### config.mk
export PLATFORM = sky130hd
export DESIGN_NAME = data_generate_burst
export DESIGN_NICKNAME = d
export VERILOG_FILES = /design/src/rtl/data_generate_burst.sv
export SDC_FILE = /design/constraint.sdc
export NUM_CORES = 1
export LEC_CHECK = 0
export BUFFER_PORTS_ARGS = -buffer_cell sky130_fd_sc_hd__buf_2
export CAP_MARGIN = 20
export CORE_ASPECT_RATIO = 1.75
export CORE_MARGIN = 3
export CORE_UTILIZATION = 45
export CTS_CLUSTER_SIZE = 10
export DETAILED_ROUTE_END_ITERATION = 12
export GPL_TIMING_DRIVEN = 1
export PLACE_DENSITY_LB_ADDON = 0.1
export SLEW_MARGIN = 40
export SYNTH_ARGS = -nofsm -noshare
export SYNTH_HDL_FRONTEND = slang
export SYNTH_SLANG_ARGS = --single-unit
### constraint.sdc
create_clock -name i_clk -period 4.97 [get_ports i_clk]
set_input_delay 0.2485 -clock i_clk [delete_from_list [all_inputs] [get_ports i_clk]]
set_output_delay 0.2485 -clock i_clk [all_outputs]
set_load 0.02 [all_outputs]
### src/rtl/data_generate_burst.sv
// rtl/data_generate_burst.sv - burst pattern generator (inc/dec/walking-ones, PRBS under DATA_GEN_PRBS_EN)
// Data register persists across bursts; it is only rewritten by a seed load, a start fix-up or an accepted beat.
module data_generate_burst #(
    parameter int DATA_W    = 32,
    parameter int BURST_LEN = 64,
    parameter int BCNT_W    = 16
) (
    input  logic              i_clk,
    input  logic              i_rst_n,
    input  logic              i_start,
    input  logic [1:0]        i_mode,
    input  logic [DATA_W-1:0] i_step,
    input  logic              i_seed_load,
    input  logic [DATA_W-1:0] i_seed,
    input  logic              i_ready,
    output logic              o_data_valid,
    output logic [DATA_W-1:0] o_data,
    output logic              o_last,
    output logic              o_busy,
    output logic              o_done,
    output logic [BCNT_W-1:0] o_burst_cnt
);

    localparam int CNT_W = $clog2(BURST_LEN);
    localparam logic [CNT_W-1:0] LAST_BEAT = CNT_W'(BURST_LEN - 1);

`ifdef DATA_GEN_PRBS_EN
    localparam logic [DATA_W-1:0] PRBS_TAPS = DATA_W'(32'h0040_0007);
    localparam bit PRBS_ON = 1'b1;
    generate
        if (DATA_W != 32) begin : g_prbs_width_check
            $error("data_generate_burst: PRBS build requires DATA_W == 32");
        end
    endgenerate
`else
    localparam bit PRBS_ON = 1'b0;
`endif

    typedef enum logic {
        IDLE,
        RUN
    } state_t;

    state_t             state_q, state_d;
    logic [DATA_W-1:0]  data_q;
    logic [CNT_W-1:0]   beat_q;
    logic [1:0]         mode_q;
    logic [DATA_W-1:0]  step_q;
    logic               done_q;
    logic [BCNT_W-1:0]  bcnt_q;

    logic               accept;
    logic               is_last;
    logic [DATA_W-1:0]  seed_sel;
    logic [DATA_W-1:0]  start_val;
    logic               zero_guard;

    function automatic logic [DATA_W-1:0] advance(input logic [1:0] mode,
                                                  input logic [DATA_W-1:0] d,
                                                  input logic [DATA_W-1:0] step);
        logic [DATA_W-1:0] r;
        case (mode)
            2'b01:   r = d - step;
            2'b10:   r = {d[DATA_W-2:0], d[DATA_W-1]};
`ifdef DATA_GEN_PRBS_EN
            2'b11:   r = {d[DATA_W-2:0], 1'b0} ^ (d[DATA_W-1] ? PRBS_TAPS : '0);
`endif
            default: r = d + step;
        endcase
        return r;
    endfunction

    assign accept  = (state_q == RUN) && i_ready;
    assign is_last = (beat_q == LAST_BEAT);

    // Walking-ones and PRBS would stay stuck at zero, so the first word is forced to 1.
    assign seed_sel   = i_seed_load ? i_seed : data_q;
    assign zero_guard = (i_mode == 2'b10) || (PRBS_ON && (i_mode == 2'b11));
    assign start_val  = (zero_guard && (seed_sel == '0)) ? DATA_W'(1) : seed_sel;

    always_ff @(posedge i_clk) begin
        if (!i_rst_n) begin
            state_q <= IDLE;
        end else begin
            state_q <= state_d;
        end
    end

    always_comb begin
        state_d = state_q;
        case (state_q)
            IDLE:    if (i_start) state_d = RUN;
            RUN:     if (accept && is_last) state_d = IDLE;
            default: state_d = IDLE;
        endcase
    end

    always_ff @(posedge i_clk) begin
        if (!i_rst_n) begin
            data_q <= '0;
            beat_q <= '0;
            mode_q <= '0;
            step_q <= '0;
            done_q <= 1'b0;
            bcnt_q <= '0;
        end else begin
            done_q <= 1'b0;
            if (state_q == IDLE) begin
                if (i_start) begin
                    mode_q <= i_mode;
                    step_q <= i_step;
                    data_q <= start_val;
                    beat_q <= '0;
                end else if (i_seed_load) begin
                    data_q <= i_seed;
                end
            end else if (accept) begin
                data_q <= advance(mode_q, data_q, step_q);
                if (is_last) begin
                    beat_q <= '0;
                    done_q <= 1'b1;
                    if (bcnt_q != '1) bcnt_q <= bcnt_q + BCNT_W'(1);
                end else begin
                    beat_q <= beat_q + CNT_W'(1);
                end
            end
        end
    end

    assign o_data_valid = (state_q == RUN);
    assign o_busy       = (state_q == RUN);
    assign o_data       = data_q;
    assign o_last       = (state_q == RUN) && is_last;
    assign o_done       = done_q;
    assign o_burst_cnt  = bcnt_q;

endmodule

* Word level (Yosys, flattened, before mapping) *
Cells that the tools add are included.

word-level totals
  register bits = 90
  bits of input ports = 71
  output and inout port bits = 52
  word-level logic and storage cells = 42

cells by class
  add/sub/neg operators = 4
  reductions and logical operators = 10
  mux-type cells = 14
  equal/unequal tests = 6
  bitwise logic cells = 1

operator list
  cell                                                              number
  32-bit 2-to-1 mux                                                 5
  32-bit one-hot mux with 2 select lines                            1
  32-bit adder                                                      1
  32-bit zero test                                                  1
  32-bit subtractor                                                 1
  6-bit 2-to-1 mux                                                  4
  16-bit by 1-bit adder with 16-bit output (second input constant)  1
  16-bit != test (second input constant)                            1
  6-bit by 1-bit adder with 6-bit output (second input constant)    1
  6-bit == test (second input constant)                             1
  2-bit == test (second input constant)                             2
  1-bit logical AND                                                 4
  2-bit AND reduction                                               2
  4-bit AND reduction                                               1
  1-bit 2-to-1 mux                                                  3
  3-bit AND reduction                                               1
  2-bit by 1-bit == test with 1-bit output (second input constant)  1
  2-bit by 1-bit != test with 1-bit output (second input constant)  1
  1-bit one-hot mux with 2 select lines                             1
  2-bit nonzero test                                                1
  1-bit inverter                                                    1

* Logic depth before layout (Yosys ltp) *
Gate-level depths: netlist of the first run.

  depth after elaboration = 6
  depth in mapped cells = 19

* Worst setup path before layout of the first run *
No wires, ideal clock.

  path type = reg2reg
  start = register step_q[2]
  end = register data_q[30], in the netlist o_data[30]
  slack = 1424 ps
  buffers on the path = 1
  data arrival time = 3417 ps
  clock period less this slack = 3546 ps
  cell stages (with the launch flop) = 19
  cells stage by stage = dfxtp_1 > or3_1 > nor4_4 > nand2_1 > nor2_1 > nand2_1 > o21ai_1 > xor2_1 > ha_1 > clkbuf_1 > a21o_1 > a221oi_1 > nor2b_1 > o21ai_0 > nand2b_1 > a221oi_2 > nor2b_1 > mux2i_1 > a31oi_1

on the way
  word-level cells in the longest chain between the ends = 4
  elaborated cells on any way between the ends = 5

ends and longest elaborated chain
  what                                                      line    text
  from (decl)                                               48      logic [DATA_W-1:0] step_q;
  from (signal assigned)                                    111     step_q <= i_step;
  32-bit adder / 32-bit subtractor (equally long branches)  68, 63
  32-bit one-hot mux with 2 select lines (*)                62      case (mode)
  32-bit 2-to-1 mux (*)                                     117     end else if (accept) begin
  32-bit 2-to-1 mux (*)                                     108     if (state_q == IDLE) begin
  to (signal assigned)                                      112     data_q <= start_val;
  to (signal assigned)                                      115     data_q <= i_seed;
  to (signal assigned)                                      118     data_q <= advance(mode_q, data_q, step_q);
  to (decl)                                                 45      logic [DATA_W-1:0] data_q;

Every way passes the cells marked *; elsewhere a longest branch is shown, timed or not. The select of a mux whose other input is x is not followed.
A chain may end at the register's enable or synchronous reset.

* Final worst setup path of the first run *
  start = register step_q[6]
  end = register data_q[30], in the netlist o_data[30]

The elaborated chain is that of the path after synthesis.

==> results of run 1 <==
per-stage QoR:
step           hold slack, ns  total power, mW
6_report                0.137             2.40
5_1_grt                 0.130             2.54
4_1_cts                 0.122             2.41
3_5_place_dp            0.463             1.70
3_3_place_gp            0.459             1.69
2_1_floorplan           0.384             1.46
power by group through the flow:
stage                     Sequential [mW]  Combinational, mW  Clock [mW]
after floorplan                     0.857              0.600           0
after global placement              0.856              0.837           0
after detailed placement            0.856              0.842           0
after CTS                           0.839              0.846       0.725
after global routing                0.846              0.945       0.748
final                               0.841              0.850       0.708
worst register-to-register path, cell delays in order, from the launching register on:
cell      delay (ns)
dfxtp_1         0.36
nor3_1          0.34
nand2_1         0.12
nor3_1          0.31
nand2_1         0.20
nor2_2          0.18
nand2_1         0.11
o31ai_1         0.28
xor2_1          0.23
ha_1            0.38
and3_1          0.22
a221oi_1        0.30
nor2b_1         0.08
o21ai_0         0.18
nand2b_1        0.10
a221oi_2        0.34
nor2b_1         0.10
mux2i_1         0.15
a31oi_1         0.09
logic make-up (layout without fill, tap and decap cells):
family / Yosys count / count (layout) / share of synthesized area
adders and majority gates: 35 / 35 / 0.0698
buffers and inverters: 59 / 165 / 0.0402
DFF: 90 / 90 / 0.282
AOI/OAI and AO/OA: 252 / 252 / 0.254
xor gates and xnor gates: 64 / 64 / 0.0878
muxes: 13 / 13 / 0.0214
and+or+nand+nor: 332 / 332 / 0.244
registers in the layout, indices dropped and copies added (netlist names):
signal,count
step_q,32
o_burst_cnt,16
o_data,32
o_done,1
mode_q,2
o_busy,1
beat_q,6
path summary, 6_finish.rpt:
kind,slack (ns),cells past startpoint,end
worst min register to register,0.47,2,step_q[31]$_SDFFE_PN0P_
worst max-delay path,0.79,18,o_data[30]$_SDFFE_PN0P_
worst min-delay path,0.14,3,step_q[18]$_SDFFE_PN0P_
worst max register to register,0.79,18,o_data[30]$_SDFFE_PN0P_
per-layer routing:
layer / track usage / routed length (um)
met5: 0 / 0
met2: 0.473 / 10500
met3: 0.0378 / 1270
met4: 0.142 / 1160
met1: 0.310 / 8220
layout by cell type (no fill, tap or decap), types with 9 or more instances in the layout:
cell type,n
a21o_1,16
a21oi_1,97
a222oi_1,17
a22oi_1,12
and2_1,10
buf_2,122
buf_4,13
clkbuf_16,9
dfxtp_1,90
ha_1,34
inv_1,13
mux2i_1,11
nand2_1,140
nand2b_1,11
nand3_1,13
nand4_1,10
nor2_1,70
nor3_1,25
nor4_1,13
o21a_1,9
o21ai_0,29
o21ai_1,11
xnor2_1,38
xor2_1,26
area by class of cell:
| cell class | instances | area, um^2 | area share |
|---|---|---|---|
| multi-input cells | 696 | 4330 | 0.584 |
| inverters | 14 | 52.6 | 0.00708 |
| repair buffers | 135 | 708 | 0.0954 |
| clock buffers | 10 | 239 | 0.0322 |
| well taps | 177 | 221 | 0.0298 |
| clock inverters | 6 | 66.3 | 0.00893 |
| flip-flops and latches | 90 | 1800 | 0.243 |
==> impl_metrics.py, run 1 <==
metrics = {
    "outcome": {
        "status": "finished clean",
    },
    "detailed_routing": {
        "wl_per_cell_um": 18.8,
        "via_per_inst": 5.90,
        "drt_iter0_drc": 491,
        "vias": 6657,
        "ant_nets": 0,
        "wl_mm": 21.2,
        "drc_errors": 0,
        "drtPass1Iterations": 8,
    },
    "critical_path": {
        "path_cells": "nor3_1, nand2_1, nor3_1, nand2_1, nor2_2, nand2_1, o31ai_1, xor2_1, ha_1, and3_1, a221oi_1, nor2b_1, o21ai_0, nand2b_1, a221oi_2, nor2b_1, mux2i_1, a31oi_1",
        "startpoint_type": "flop",
        "worst-path-max-fanout": 11,
        "cp_data_arrival_time_ns": 4.41,
        "cp_slowest_cell": "ha_1",
        "cp.buffers_inverters": 0,
        "criticalPathCategory": "reg2reg",
        "reg2reg_from": "step_q[6]$_SDFFE_PN0P_",
        "required_ns": 5.19,
        "path_common_cell": "nand2_1",
        "crit_start": "step_q[6]$_SDFFE_PN0P_",
        "cpPeakStageDelay_ns": 0.38,
        "cp-end-kind": "flop",
        "crit_family": "simple AND/OR/NAND/NOR gates",
    },
    "grt": {
        "grtUsageTotal": 0.271,
        "grt_start_max_net_pins": 48,
        "grt_pass1_wl_mm": 32.6,
        "grt_pass1_vias": 6302,
        "antenna_found_initial": 0,
        "gr-total-overflow": 0,
    },
    "placement": {
        "finalWeightedCongestion": 0.925,
        "dpl_cell_area_um2": 7120,
        "io_buffers": 122,
        "hpwl_mm": 16.6,
        "dp_cells": 1112,
        "pre_cts_ws_ns": 0.903,
    },
    "yosys": {
        "synth_seq_cells": 90,
        "synth_common_cells": "nand2_1, a21oi_1, dfxtp_1",
        "synth_area_leaders": "dfxtp_1, nand2_1, a21oi_1",
        "syn-num-nets": 951,
        "ys_seq_area_frac": 0.282,
        "yosys_warnings": 0,
        "yosysMostFrequentCell": "nand2_1",
        "avgSynthCellArea_um2": 7.55,
        "synth_top_area_frac": 0.282,
        "synth_cells": 845,
        "synth_ff_type": "dfxtp_1",
        "synth-edff-count": 0,
        "ys_types": 62,
        "synthArstFlopShare": 0,
        "synth_area_leader_cell": "dfxtp_1",
        "syn_area_um2": 6380,
    },
    "timing": {
        "slew_headroom": 0.420,
        "setup_ws_ns": 0.785,
        "rsz0062_at_grt": "no",
        "finalMaxSlewViolations": 0,
        "hold_viol": 0,
        "setup_tns_ns": 0,
        "worst_slew_pin_slew_ns": 0.868,
        "skew_ns": 0.0126,
        "finalSetupViolCount": 0,
        "timing.fmax_mhz": 239,
        "fin_crit_ns": 4.18,
        "period_share": 0.842,
    },
    "floorplan": {
        "die_y_um": 164,
        "die_w_um": 96.0,
        "fp.dieArea_um2": 15700,
        "fp-row-count": 57,
        "coreArea_um2": 13900,
        "start_util": 0.459,
        "io_pins": 123,
    },
    "layout": {
        "syn2layout_area_growth_pct": 16.3,
        "fin_util": 0.534,
        "drive_gt1_frac": 0.178,
        "fill_cells": 1440,
        "stdcell_count": 1128,
        "diodes": 0,
        "nNetsFinal": 1052,
        "fin_area_um2": 7420,
    },
    "min_path": {
        "hp-class": "in2reg",
        "hp-start": "i_step[18]",
    },
    "clock_tree": {
        "cts_max_path_buffers": 2,
        "cts_made_buffers": 9,
        "clock_sinks": 90,
        "cts_tree": "built",
        "clkLatencyLatePin_ns": 0.35,
        "h-tree-depth": 3,
        "cts_resized": 0,
        "clk_transition_reported_paths_ns": 0.07,
        "post-cts-setup-buffers": 0,
        "cts_hold_buf": 0,
        "clockRootBuffer": "clkbuf_16",
    },
    "power_and_ir_drop": {
        "p_leak_nw": 3.20,
        "ir_worst_vdd_mv": 0.204,
        "combinationalPowerShare": 0.354,
        "p_int_mw": 1.51,
        "pwr-share-seq": 0.351,
        "switchingPower_mw": 0.887,
        "p_clk_frac": 0.295,
        "switching_share": 0.370,
        "powerDensity_nw_per_um2": 323,
    },
    "job": {
        "drv_cap": 0,
    },
}
Note: power is estimated with default switching activity, not from simulation.
==> run 2, diff against run 1 <==
clock period = 4.2 ns   (was 4.97 ns; I/O delays follow)
==> run 2 against run 1 <==
Against the previous run: power increased by 19%; count of clock-buffer cells in the layout unchanged; sequential power is 19% higher; final cell count is 0.44% higher; non-clock buffer count increased by 5; worst hold slack got worse by 0.043 ns; sequential cell count stayed put; clock power rose by 17%; first-iteration DRC count is 1.8% higher; sequential share of layout area fell by 0.18 points; global-route usage rose by 0.52 points; critical endpoint unchanged; largest power group unchanged.
==> impl_metrics.py, run 2 (synthesized netlist as in run 1, its figures left out) <==
metrics = {
    "grt": {
        "grt_pass1_vias": 6326,
        "antenna_found_initial": 0,
        "gr-total-overflow": 0,
        "grtUsageTotal": 0.276,
        "grt_start_max_net_pins": 54,
        "grt_pass1_wl_mm": 33.3,
    },
    "critical_path": {
        "worst-path-max-fanout": 11,
        "cp-end-kind": "flop",
        "crit_family": "simple AND/OR/NAND/NOR gates",
        "cp_slowest_cell": "or3_1",
        "reg2reg_from": "step_q[2]$_SDFFE_PN0P_",
        "cp_data_arrival_time_ns": 4.17,
        "cp.buffers_inverters": 0,
        "crit_start": "step_q[2]$_SDFFE_PN0P_",
        "startpoint_type": "flop",
        "required_ns": 4.43,
        "crit_cells": 17,
        "criticalPathCategory": "reg2reg",
        "path_cells": "or3_1, nor3b_2, nand2_1, nor2_2, nand2_1, o31ai_1, xor2_1, ha_2, and3_1, a221oi_1, nor2b_1, o21ai_0, nand2b_1, a221oi_2, nor2b_1, mux2i_1, a31oi_1",
        "r2r_cells": 17,
        "cpPeakStageDelay_ns": 0.47,
    },
    "clock_tree": {
        "cts_max_path_buffers": 2,
        "clkLatencyLatePin_ns": 0.35,
        "cts_tree": "built",
        "clock_sinks": 90,
        "clk_transition_reported_paths_ns": 0.07,
        "cts_made_buffers": 9,
        "clockRootBuffer": "clkbuf_16",
        "h-tree-depth": 3,
    },
    "placement": {
        "dp_cells": 1117,
        "io_buffers": 122,
        "dpl_cell_area_um2": 7170,
        "hpwl_mm": 17.0,
        "finalWeightedCongestion": 0.931,
    },
    "power_and_ir_drop": {
        "p_int_mw": 1.79,
        "p_clk_frac": 0.290,
        "pwr-share-seq": 0.350,
        "combinationalPowerShare": 0.360,
        "powerDensity_nw_per_um2": 381,
        "p_leak_nw": 3.23,
        "ir_worst_vdd_mv": 0.227,
        "switchingPower_mw": 1.06,
        "switching_share": 0.373,
    },
    "layout": {
        "diodes": 0,
        "fill_cells": 1476,
        "nNetsFinal": 1057,
        "fin_util": 0.538,
        "fin_area_um2": 7480,
        "mostFrequentLayoutCell": "nand2_1",
        "drive_gt1_frac": 0.183,
        "layout_common_cells": "nand2_1, buf_2, a21oi_1",
        "stdcell_count": 1133,
        "syn2layout_area_growth_pct": 17.1,
    },
    "outcome": {
        "status": "finished clean",
    },
    "timing": {
        "finalMaxSlewViolations": 0,
        "rsz0062_at_grt": "no",
        "period_share": 0.938,
        "finalSetupViolCount": 0,
        "fin_crit_ns": 3.94,
        "hold_viol": 0,
        "worst_slew_pin_slew_ns": 0.784,
        "slew_headroom": 0.477,
        "skew_ns": 0.00908,
        "holdWs_ns": 0.0941,
        "timing.fmax_mhz": 254,
        "setup_tns_ns": 0,
    },
    "floorplan": {
        "die_y_um": 164,
        "start_util": 0.459,
        "io_pins": 123,
        "fp-row-count": 57,
        "fp.dieArea_um2": 15700,
        "coreArea_um2": 13900,
        "die_w_um": 96.0,
    },
    "detailed_routing": {
        "drtPass1Iterations": 8,
        "wl_mm": 21.5,
        "drc_errors": 0,
        "ant_nets": 0,
        "wl_per_cell_um": 19.0,
        "vias": 6664,
        "via_per_inst": 5.88,
        "drt_iter0_drc": 500,
    },
    "min_path": {
        "hp-start": "i_step[29]",
        "timing.hold.worst_path_depth": 3,
        "hp-class": "in2reg",
    },
    "job": {
        "drv_cap": 0,
    },
}
## run 2: changes by cell type in the layout (fill, tap and decap cells not counted), sizes merged
| cell | delta |
|---|---|
| clkinv | +1 |
| buf | +5 |
| clkinvlp | -1 |
## run 2: worst reg2reg max path, delay by kind of cell, from the launching register on
family | cells | cell delay, ns
and+or+nand+nor | 9 | 1.64
AOI/OAI and AO/OA | 5 | 1.09
adders and majority gates | 1 | 0.37
DFF | 1 | 0.35
muxes | 1 | 0.17
xor gates and xnor gates | 1 | 0.21
## run 2: what timing repair did
| action | CTS | global route |
|---|---|---|
| setup endpoints to repair | 0 | 5 |
| endpoints found under the hold margin | 0 | 0 |
| setup buffers | 0 | 0 |
| gates resized for setup | 0 | 4 |
| hold buffers | 0 | 0 |
## run 2: final timing paths
check / endpoint / slack [ns]
hold / removal: step_q[29]$_SDFFE_PN0P_ / 0.09
setup reg to reg: o_data[30]$_SDFFE_PN0P_ / 0.26
hold reg to reg: step_q[30]$_SDFFE_PN0P_ / 0.48
setup / recovery: o_data[30]$_SDFFE_PN0P_ / 0.26
## run 2: per-layer routing
metal  track usage  wire length [um]  up-vias
met5             0                 0        -
met1         0.318              8450     3071
met3        0.0364              1230       62
met4         0.113               908        0
li1              -                 -     3281
met2         0.496             10900      250
## run 2: through the flow
stage	setup WS [ns]	power, mW
after floorplan	0.654	1.72
after global placement	0.308	2.02
after detailed placement	0.235	2.03
after CTS	0.208	2.85
after global routing	0.0159	3.01
final	0.260	2.85
## run 2: power by group through the flow
stage / clock network, mW / logic, mW / registers [mW]
3_5_place_dp: 0 / 1.01 / 1.01
5_1_grt: 0.874 / 1.14 / 1.00
4_1_cts: 0.842 / 1.02 / 0.994
3_3_place_gp: 0 / 1.01 / 1.01
6_report: 0.826 / 1.02 / 0.997
2_1_floorplan: 0 / 0.710 / 1.01
## run 2: final cells by class
| class | count | area, um^2 | area share |
|---|---|---|---|
| Sequential cell | 90 | 1800 | 0.241 |
| Tap cell | 177 | 221 | 0.0296 |
| Timing Repair Buffer | 140 | 758 | 0.101 |
| Inverter | 14 | 55.1 | 0.00736 |
| Clock buffer | 10 | 229 | 0.0306 |
| Clock inverter | 6 | 67.6 | 0.00904 |
| Multi-Input combinational cell | 696 | 4340 | 0.581 |
